### config.mk
export PLATFORM = sky130hd
export DESIGN_NAME = vga_sync_gen
export DESIGN_NICKNAME = d
export VERILOG_FILES = /design/src/rtl/vga_pkg.sv /design/src/rtl/tick_div.sv /design/src/rtl/vga_sync_gen.sv
export SDC_FILE = /design/constraint.sdc
export NUM_CORES = 1
export LEC_CHECK = 0
export ABC_AREA = 0
export CORE_ASPECT_RATIO = 0.8
export CORE_MARGIN = 5
export CORE_UTILIZATION = 47
export DETAILED_ROUTE_END_ITERATION = 7
export GPL_TIMING_DRIVEN = 0
export PLACE_DENSITY = 0.72
export SLEW_MARGIN = 40
export SYNTH_ARGS = -nofsm -noshare
export SYNTH_HDL_FRONTEND = slang
export SYNTH_SLANG_ARGS = --single-unit
### constraint.sdc
create_clock -name clk -period 1.8 [get_ports clk]
set_clock_uncertainty 0.05 [all_clocks]
set_input_delay 0.36 -clock clk [delete_from_list [all_inputs] [get_ports clk]]
set_output_delay 0.36 -clock clk [all_outputs]
set_load 0.03 [all_outputs]
### src/rtl/vga_pkg.sv
// Shared VGA timing constants and helpers for the sync generator and the graphics blocks.
// Default mode is 640x480 @ 60 Hz with a 25 MHz pixel rate.
package vga_pkg;

    localparam int COORD_W = 10;

    localparam int CLK_DIV = 4;

    localparam int H_DISP  = 640;
    localparam int H_FP    = 16;
    localparam int H_SYNC  = 96;
    localparam int H_BP    = 48;
    localparam int H_TOTAL = H_DISP + H_FP + H_SYNC + H_BP;

    localparam int V_DISP  = 480;
    localparam int V_FP    = 10;
    localparam int V_SYNC  = 2;
    localparam int V_BP    = 33;
    localparam int V_TOTAL = V_DISP + V_FP + V_SYNC + V_BP;

    localparam int FRAME_LINE = 500;

    // Inclusive pixel/line ranges where the sync pulses are asserted.
    localparam int H_SYNC_START = H_DISP + H_FP;
    localparam int H_SYNC_END   = H_SYNC_START + H_SYNC - 1;
    localparam int V_SYNC_START = V_DISP + V_FP;
    localparam int V_SYNC_END   = V_SYNC_START + V_SYNC - 1;

    typedef logic [COORD_W-1:0] coord_t;

    function automatic logic in_span(input coord_t v, input coord_t lo, input coord_t hi);
        return (v >= lo) && (v <= hi);
    endfunction

endpackage

### src/rtl/tick_div.sv
// Pixel-rate strobe: one-clk pulse every CLK_DIV system clocks, first pulse on the
// CLK_DIV-th cycle after reset release.
module tick_div #(
    parameter int CLK_DIV = 4
) (
    input  logic clk,
    input  logic reset,
    output logic p_tick
);

    localparam int              CNT_W = (CLK_DIV > 1) ? $clog2(CLK_DIV) : 1;
    localparam logic [CNT_W-1:0] LAST = CNT_W'(CLK_DIV - 1);

    logic [CNT_W-1:0] div_cnt;

    // NOTE: sequential state uses non-blocking assignments so every flop samples pre-edge values.
    always_ff @(posedge clk or negedge reset) begin
        if (!reset) begin
            div_cnt <= '0;
        end else if (div_cnt == LAST) begin
            div_cnt <= '0;
        end else begin
            div_cnt <= div_cnt + 1'b1;
        end
    end

    assign p_tick = (div_cnt == LAST);

endmodule

### src/rtl/vga_sync_gen.sv
// VGA timing master: pixel strobe, horizontal/vertical counters, registered sync and
// video flags, plus line and frame strobes for the game logic.
module vga_sync_gen
    import vga_pkg::coord_t;
    import vga_pkg::COORD_W;
    import vga_pkg::in_span;
#(
    parameter int CLK_DIV    = vga_pkg::CLK_DIV,
    parameter int H_DISP     = vga_pkg::H_DISP,
    parameter int H_FP       = vga_pkg::H_FP,
    parameter int H_SYNC     = vga_pkg::H_SYNC,
    parameter int H_BP       = vga_pkg::H_BP,
    parameter int V_DISP     = vga_pkg::V_DISP,
    parameter int V_FP       = vga_pkg::V_FP,
    parameter int V_SYNC     = vga_pkg::V_SYNC,
    parameter int V_BP       = vga_pkg::V_BP,
    parameter int FRAME_LINE = vga_pkg::FRAME_LINE
) (
    input  logic               clk,
    input  logic               reset,
    output logic               p_tick,
    output logic [COORD_W-1:0] pix_x,
    output logic [COORD_W-1:0] pix_y,
    output logic               video,
    output logic               hsync,
    output logic               vsync,
    output logic               line_tick,
    output logic               frame_tick
);

    localparam int H_TOTAL = H_DISP + H_FP + H_SYNC + H_BP;
    localparam int V_TOTAL = V_DISP + V_FP + V_SYNC + V_BP;

    localparam coord_t H_LAST   = coord_t'(H_TOTAL - 1);
    localparam coord_t V_LAST   = coord_t'(V_TOTAL - 1);
    localparam coord_t H_VIS    = coord_t'(H_DISP);
    localparam coord_t V_VIS    = coord_t'(V_DISP);
    localparam coord_t HS_START = coord_t'(H_DISP + H_FP);
    localparam coord_t HS_END   = coord_t'(H_DISP + H_FP + H_SYNC - 1);
    localparam coord_t VS_START = coord_t'(V_DISP + V_FP);
    localparam coord_t VS_END   = coord_t'(V_DISP + V_FP + V_SYNC - 1);
    localparam coord_t FRAME_Y  = coord_t'(FRAME_LINE);

    coord_t x_next;
    coord_t y_next;

    tick_div #(
        .CLK_DIV(CLK_DIV)
    ) u_tick_div (
        .clk   (clk),
        .reset (reset),
        .p_tick(p_tick)
    );

    // NOTE: defaults first so every path assigns both outputs and no latch is inferred.
    always_comb begin
        x_next = pix_x;
        y_next = pix_y;
        if (p_tick) begin
            if (pix_x == H_LAST) begin
                x_next = '0;
                y_next = (pix_y == V_LAST) ? '0 : pix_y + 1'b1;
            end else begin
                x_next = pix_x + 1'b1;
            end
        end
    end

    // Flags are decoded from the next-state position so they line up with pix_x/pix_y.
    always_ff @(posedge clk or negedge reset) begin
        if (!reset) begin
            pix_x <= '0;
            pix_y <= '0;
            hsync <= 1'b1;
            vsync <= 1'b1;
            video <= 1'b0;
        end else if (p_tick) begin
            pix_x <= x_next;
            pix_y <= y_next;
            hsync <= !in_span(x_next, HS_START, HS_END);
            vsync <= !in_span(y_next, VS_START, VS_END);
            video <= (x_next < H_VIS) && (y_next < V_VIS);
        end
    end

    assign line_tick  = p_tick && (pix_x == H_LAST);
    assign frame_tick = p_tick && (pix_x == '0) && (pix_y == FRAME_Y);

endmodule

## Word level (Yosys, flattened, before mapping)

Index checks and enable logic that the tools add are counted.

- Add/sub/neg operators: 3
- Order comparisons: 6
- Eq/ne operators: 4
- Multiplexer cells: 6
- Reductions and logical operators: 9

Operators with widths:

| cell | number |
|---|---|
| two-way mux 10 bit | 5 |
| adder 10 x 1 -> 10 bit, second input constant | 2 |
| equality test 10 bit, second input constant | 2 |
| equality test 10 x 9 -> 1 bit, second input constant | 1 |
| >= comparator 10 bit, second input constant | 1 |
| >= comparator 10 x 9 -> 1 bit, second input constant | 1 |
| <= comparator 10 bit, second input constant | 1 |
| <= comparator 10 x 9 -> 1 bit, second input constant | 1 |
| zero test 10 bit | 1 |
| < comparator 10 bit, second input constant | 1 |
| < comparator 10 x 9 -> 1 bit, second input constant | 1 |
| logical AND 1 bit | 6 |
| adder 2 x 1 -> 2 bit, second input constant | 1 |
| equality test 2 bit, second input constant | 1 |
| zero test 1 bit | 2 |
| two-way mux 2 bit | 1 |

- Bits in registers: 25
- Input bits: 2
- Output and inout bits: 26
- Word-level logic and storage cells: 34

## Depth between registers and ports, before layout

- Depth in word-level cells: 7
- Mapped depth: 10
- Depth with buffers taken out: 9

## By module

Synthesis repeated with hierarchy kept, for this count alone.

- Cells, all modules: 185
- Area total of the unflattened synthesis: 1689.1 µm²

Modules (own cells, without submodules):

| module | instances | cells an instance | area an instance (µm²) | seq. area each (µm²) |
|---|---|---|---|---|
| vga_sync_gen | 1 | 181 | 1622.8 | 578.1 |
| tick_div | 1 | 4 | 66.3 | 50.0 |

## Least setup slack after synthesis

OpenSTA, ideal clock, no wires.

- Kind: register -> output
- Start: reg pix_y[3]
- End: out frame_tick
- Arrival time: 1858 ps
- Setup slack: -468 ps
- Cell stages (with the launch flop): 5
- Buffers on the path: 1
- Path through: dfrtp_1 buf_2 or4b_2 nor3_1 and4_1

- Longest elaborated chain between the ends: 2

Ends and longest elaborated chain:

| item | RTL line | text |
|---|---|---|
| start: declaration | vga_sync_gen.sv:23 | `output logic [COORD_W-1:0] pix_y,` |
| start signal: assignment | vga_sync_gen.sv:79 | `pix_y <= y_next;` |
| equality test 10 x 9 -> 1 bit | vga_sync_gen.sv:87 | `assign frame_tick = p_tick && (pix_x == '0) && (pix_y == FRAME_Y);` |
| logical AND 1 bit | vga_sync_gen.sv:87 |  |
| end: declaration | vga_sync_gen.sv:28 | `output logic frame_tick` |

No other way between the ends.

## Worst setup path in the final report

- Start: reg pix_x[2]
- End: out frame_tick

- Longest elaborated chain between the ends: 3

Ends and longest elaborated chain:

| item | RTL line | text |
|---|---|---|
| start: declaration | vga_sync_gen.sv:22 | `output logic [COORD_W-1:0] pix_x,` |
| start signal: assignment | vga_sync_gen.sv:78 | `pix_x <= x_next;` |
| zero test 10 bit | vga_sync_gen.sv:87 |  |
| logical AND 1 bit (2 in series) | vga_sync_gen.sv:87 |  |

No other way between the ends.

==> results.json <==
{
  "status": "finished, violations left",
  "violations": "setup timing",
  "diodes": 0,
  "setup_violations": 5,
  "yosys_most_used_dff": "dfrtp_1",
  "clock_sinks": 25,
  "grt_pass1_vias": 1583,
  "detail_route.wl_per_cell_um": 17.2,
  "r2r-end": "video$_DFFE_PN0P_",
  "vdd_drop_max_mv": 0.359,
  "max_freq_ghz": 0.454,
  "hold_slack_ns": 0.0141,
  "vias_per_cell": 5.88,
  "die_h_um": 62.8,
  "routabilityCongestion": 0.872,
  "pwr_density_cell_nw_per_um2": 370,
  "clk_path_buf_depth": 2,
  "grt_pass1_wl_um": 7710,
  "p_leak_nw": 1.12,
  "internal_power_w": 0.000720,
  "worstPathArrival_ns": 1.79,
  "setup.worst_path.end": "frame_tick",
  "ctsHoldBuffers": 0,
  "syn_to_final_growth_pct": 49.2,
  "synth_warnings": 0,
  "critPathKind": "flip-flop to output pin",
  "r2r-start": "pix_x[7]$_DFFE_PN0P_",
  "switchingPower_w": 0.000184,
  "start_kind": "flip-flop",
  "grt_usage": 0.197,
  "syn_avg_cell_area_um2": 9.25,
  "nNetsFinal": 243,
  "worstPathMaxFanout": 8,
  "ant_nets": 0,
  "synth_edf_count": 0,
  "drc": 0,
  "dieArea_um2": 4770,
  "clockPowerShare": 0.367,
  "period_minus_slack_ns": 2.20,
  "timing_hold_violations_final": 0,
  "seqPwrFrac": 0.620,
  "crit_path_end_kind": "output pin",
  "synth_cells": 177,
  "clock_latency_ns": 0.27,
  "hpwl_um": 2940,
  "syn-cell-area_um2": 1640,
  "grt.overflow.total": 0,
  "io_buffers": 27,
  "wl_um": 4760,
  "synthesis.nets": 184,
  "crit_required_ns": 1.39,
  "cts_inserted_buffers": 3,
  "placed_area_um2": 2040,
  "r2r_slack_ns": -0.23,
  "drv_slew": 0,
  "ys_ff_latch": 25,
  "antenna_found_initial": 0,
  "reg2reg_depth": 8,
  "die_w_um": 76.0,
  "fp-row-count": 19,
  "pwr-share-comb": 0.013,
  "drtIter0Drc": 162,
  "switching_share": 0.204,
  "ys_async_sr_fraction": 1.00,
  "vias": 1629,
  "io_pins": 28,
  "grt_max_degree": 26,
  "clock_tree.root_cell": "clkbuf_8",
  "timing.final.ws_setup_ns": -0.400,
  "clkTransAtPathRegs_ns": 0.09,
  "fin_crit_sh": 1.22,
  "hold_class": "input port to async pin",
  "worstSetupStartpoint": "pix_x[2]$_DFFE_PN0P_",
  "worstMarginPinSlew_ns": 0.560,
  "final_area_um2": 2440,
  "cts_tree": "done",
  "firstDrtPassIters": 6,
  "cts_max_level": 1,
  "p_total_w": 0.000905,
  "fp.coreArea_um2": 3400,
  "relSlewSlack": 0.627,
  "start_util": 0.481,
  "ys_types": 54,
  "ys_seq_area_frac": 0.384,
  "drive_gt1_frac": 0.366,
  "rsz0062_at_grt": "yes",
  "maxCapViolations": 0
}
==> flip-flops by register name, indices dropped and copies added (netlist names) <==
name,count
pix_x,10
pix_y,10
u_tick_div.div_cnt,2
vsync,1
hsync,1
video,1
==> critical path, stage by stage, from the launching register on <==
cell and delay (ns):
dfrtp_2 0.48, or4b_4 0.55, nor3_4 0.12, and4_4 0.23
buf_6 0.13
==> cell type report <==
type | instances | area (um^2)
well taps | 42 | 52.6
inverters | 7 | 42.5
fillers | 231 | 957
flip-flops and latches | 25 | 639
clock buffers | 4 | 45.0
repair buffers | 56 | 490
plain buffers | 7 | 53.8
multi-input cells | 136 | 1120
==> cell usage after synthesis, types with 2 or more instances <==
| master | instances | area [um^2] |
|---|---|---|
| dfrtp_1 | 23 | 576 |
| nand2_1 | 20 | 75.1 |
| nand3_1 | 11 | 55.1 |
| nor2_1 | 11 | 41.3 |
| nor3_1 | 9 | 45.0 |
| o21ai_0 | 9 | 45.0 |
| nand4_1 | 7 | 43.8 |
| xnor2_1 | 7 | 61.3 |
| inv_1 | 6 | 22.5 |
| ha_1 | 5 | 62.6 |
| buf_2 | 4 | 20.0 |
| xor2_1 | 4 | 35.0 |
| a21oi_1 | 3 | 15.0 |
| clkbuf_1 | 3 | 11.3 |
| nand3_2 | 3 | 30.0 |
| nand3b_1 | 3 | 22.5 |
| o31ai_1 | 3 | 22.5 |
| a2111oi_2 | 2 | 30.0 |
| a31oi_1 | 2 | 12.5 |
| and2_1 | 2 | 12.5 |
| and4_1 | 2 | 17.5 |
| dfstp_2 | 2 | 52.6 |
| nor2b_1 | 2 | 12.5 |
| nor4bb_1 | 2 | 20.0 |
| or2_1 | 2 | 12.5 |
| xnor2_2 | 2 | 32.5 |
==> per-layer routing <==
metal	track usage	vias up	share of wire
li1	-	759	-
met1	0.266	796	0.44
met3	0.0432	15	0.056
met5	0	-	0
met2	0.314	59	0.48
met4	0.0600	0	0.027
==> logic make-up (layout without fill, tap and decap cells) <==
kind of cell | Yosys count | after routing | synth area share
flip-flops | 25 | 25 | 0.384
AO/OA/AOI/OAI | 27 | 27 | 0.116
adder cells (fa/ha/maj) | 5 | 5 | 0.0382
buffers and inverters | 16 | 74 | 0.0497
XOR/XNOR | 13 | 13 | 0.0787
AND/OR/NAND/NOR | 90 | 90 | 0.327
multiplexers | 1 | 1 | 0.00612
==> through the flow <==
stage / worst slack, ns / setup TNS, ns / std cells / utilization
global route: -0.457 / -1.78 / 277 / 0.718
CTS: -0.430 / -1.09 / 271 / 0.688
floorplan: -0.211 / -0.643 / 177 / -
finish: -0.400 / -1.20 / 277 / 0.718
global placement: -0.657 / -2.38 / 246 / 0.601
detailed placement: -0.677 / -2.42 / 246 / 0.600
==> power groups by stage <==
| stage | Sequential [W] | Combinational [W] | Clock, W |
|---|---|---|---|
| floorplan | 0.000572 | 0.000000000407 | 0 |
| global placement | 0.000572 | 0.0000131 | 0 |
| detailed placement | 0.000572 | 0.0000122 | 0 |
| CTS | 0.000561 | 0.0000123 | 0.000346 |
| global route | 0.000561 | 0.0000144 | 0.000363 |
| finish | 0.000561 | 0.0000113 | 0.000332 |
==> how the worst min path moves through the flow <==
stage | to | depth (start not counted) | slack (ns)
floorplan | pix_x[0]$_DFFE_PN0P_ | 0 | 0.01
global placement | u_tick_div.div_cnt[0]$_DFF_PN0_ | 1 | 0.41
detailed placement | pix_x[7]$_DFFE_PN0P_ | 1 | 0.33
CTS | pix_x[7]$_DFFE_PN0P_ | 1 | 0.03
global route | pix_x[7]$_DFFE_PN0P_ | 1 | 0.07
finish | pix_x[4]$_DFFE_PN0P_ | 1 | 0.01
==> timing repair <==
item | CTS | global route
pin swaps | 13 | 10
resized for setup | 53 | 15
endpoints found under the setup margin | 22 | 14
setup buffers | 22 | 7
==> cells in the final DEF, fill, tap and decap left out, drive strengths merged, types with 2 or more instances in the layout <==
| master | n |
|---|---|
| nor4bb | 2 |
| dfrtp | 23 |
| dlymetal6s2s | 5 |
| nor3 | 10 |
| xnor2 | 9 |
| dlygate4sd2 | 15 |
| clkbuf | 6 |
| nand3 | 15 |
| xor2 | 4 |
| ha | 5 |
| o21ai | 10 |
| nand4 | 7 |
| a31oi | 2 |
| buf | 37 |
| or2 | 3 |
| nor2 | 13 |
| dfstp | 2 |
| and4 | 3 |
| a2111oi | 2 |
| a21oi | 3 |
| clkdlybuf4s50 | 4 |
| o31ai | 3 |
| nor2b | 2 |
| nand3b | 3 |
| nor4 | 2 |
| and2 | 2 |
| inv | 5 |
| nand2 | 21 |
Note: power is estimated with default switching activity, not from simulation.
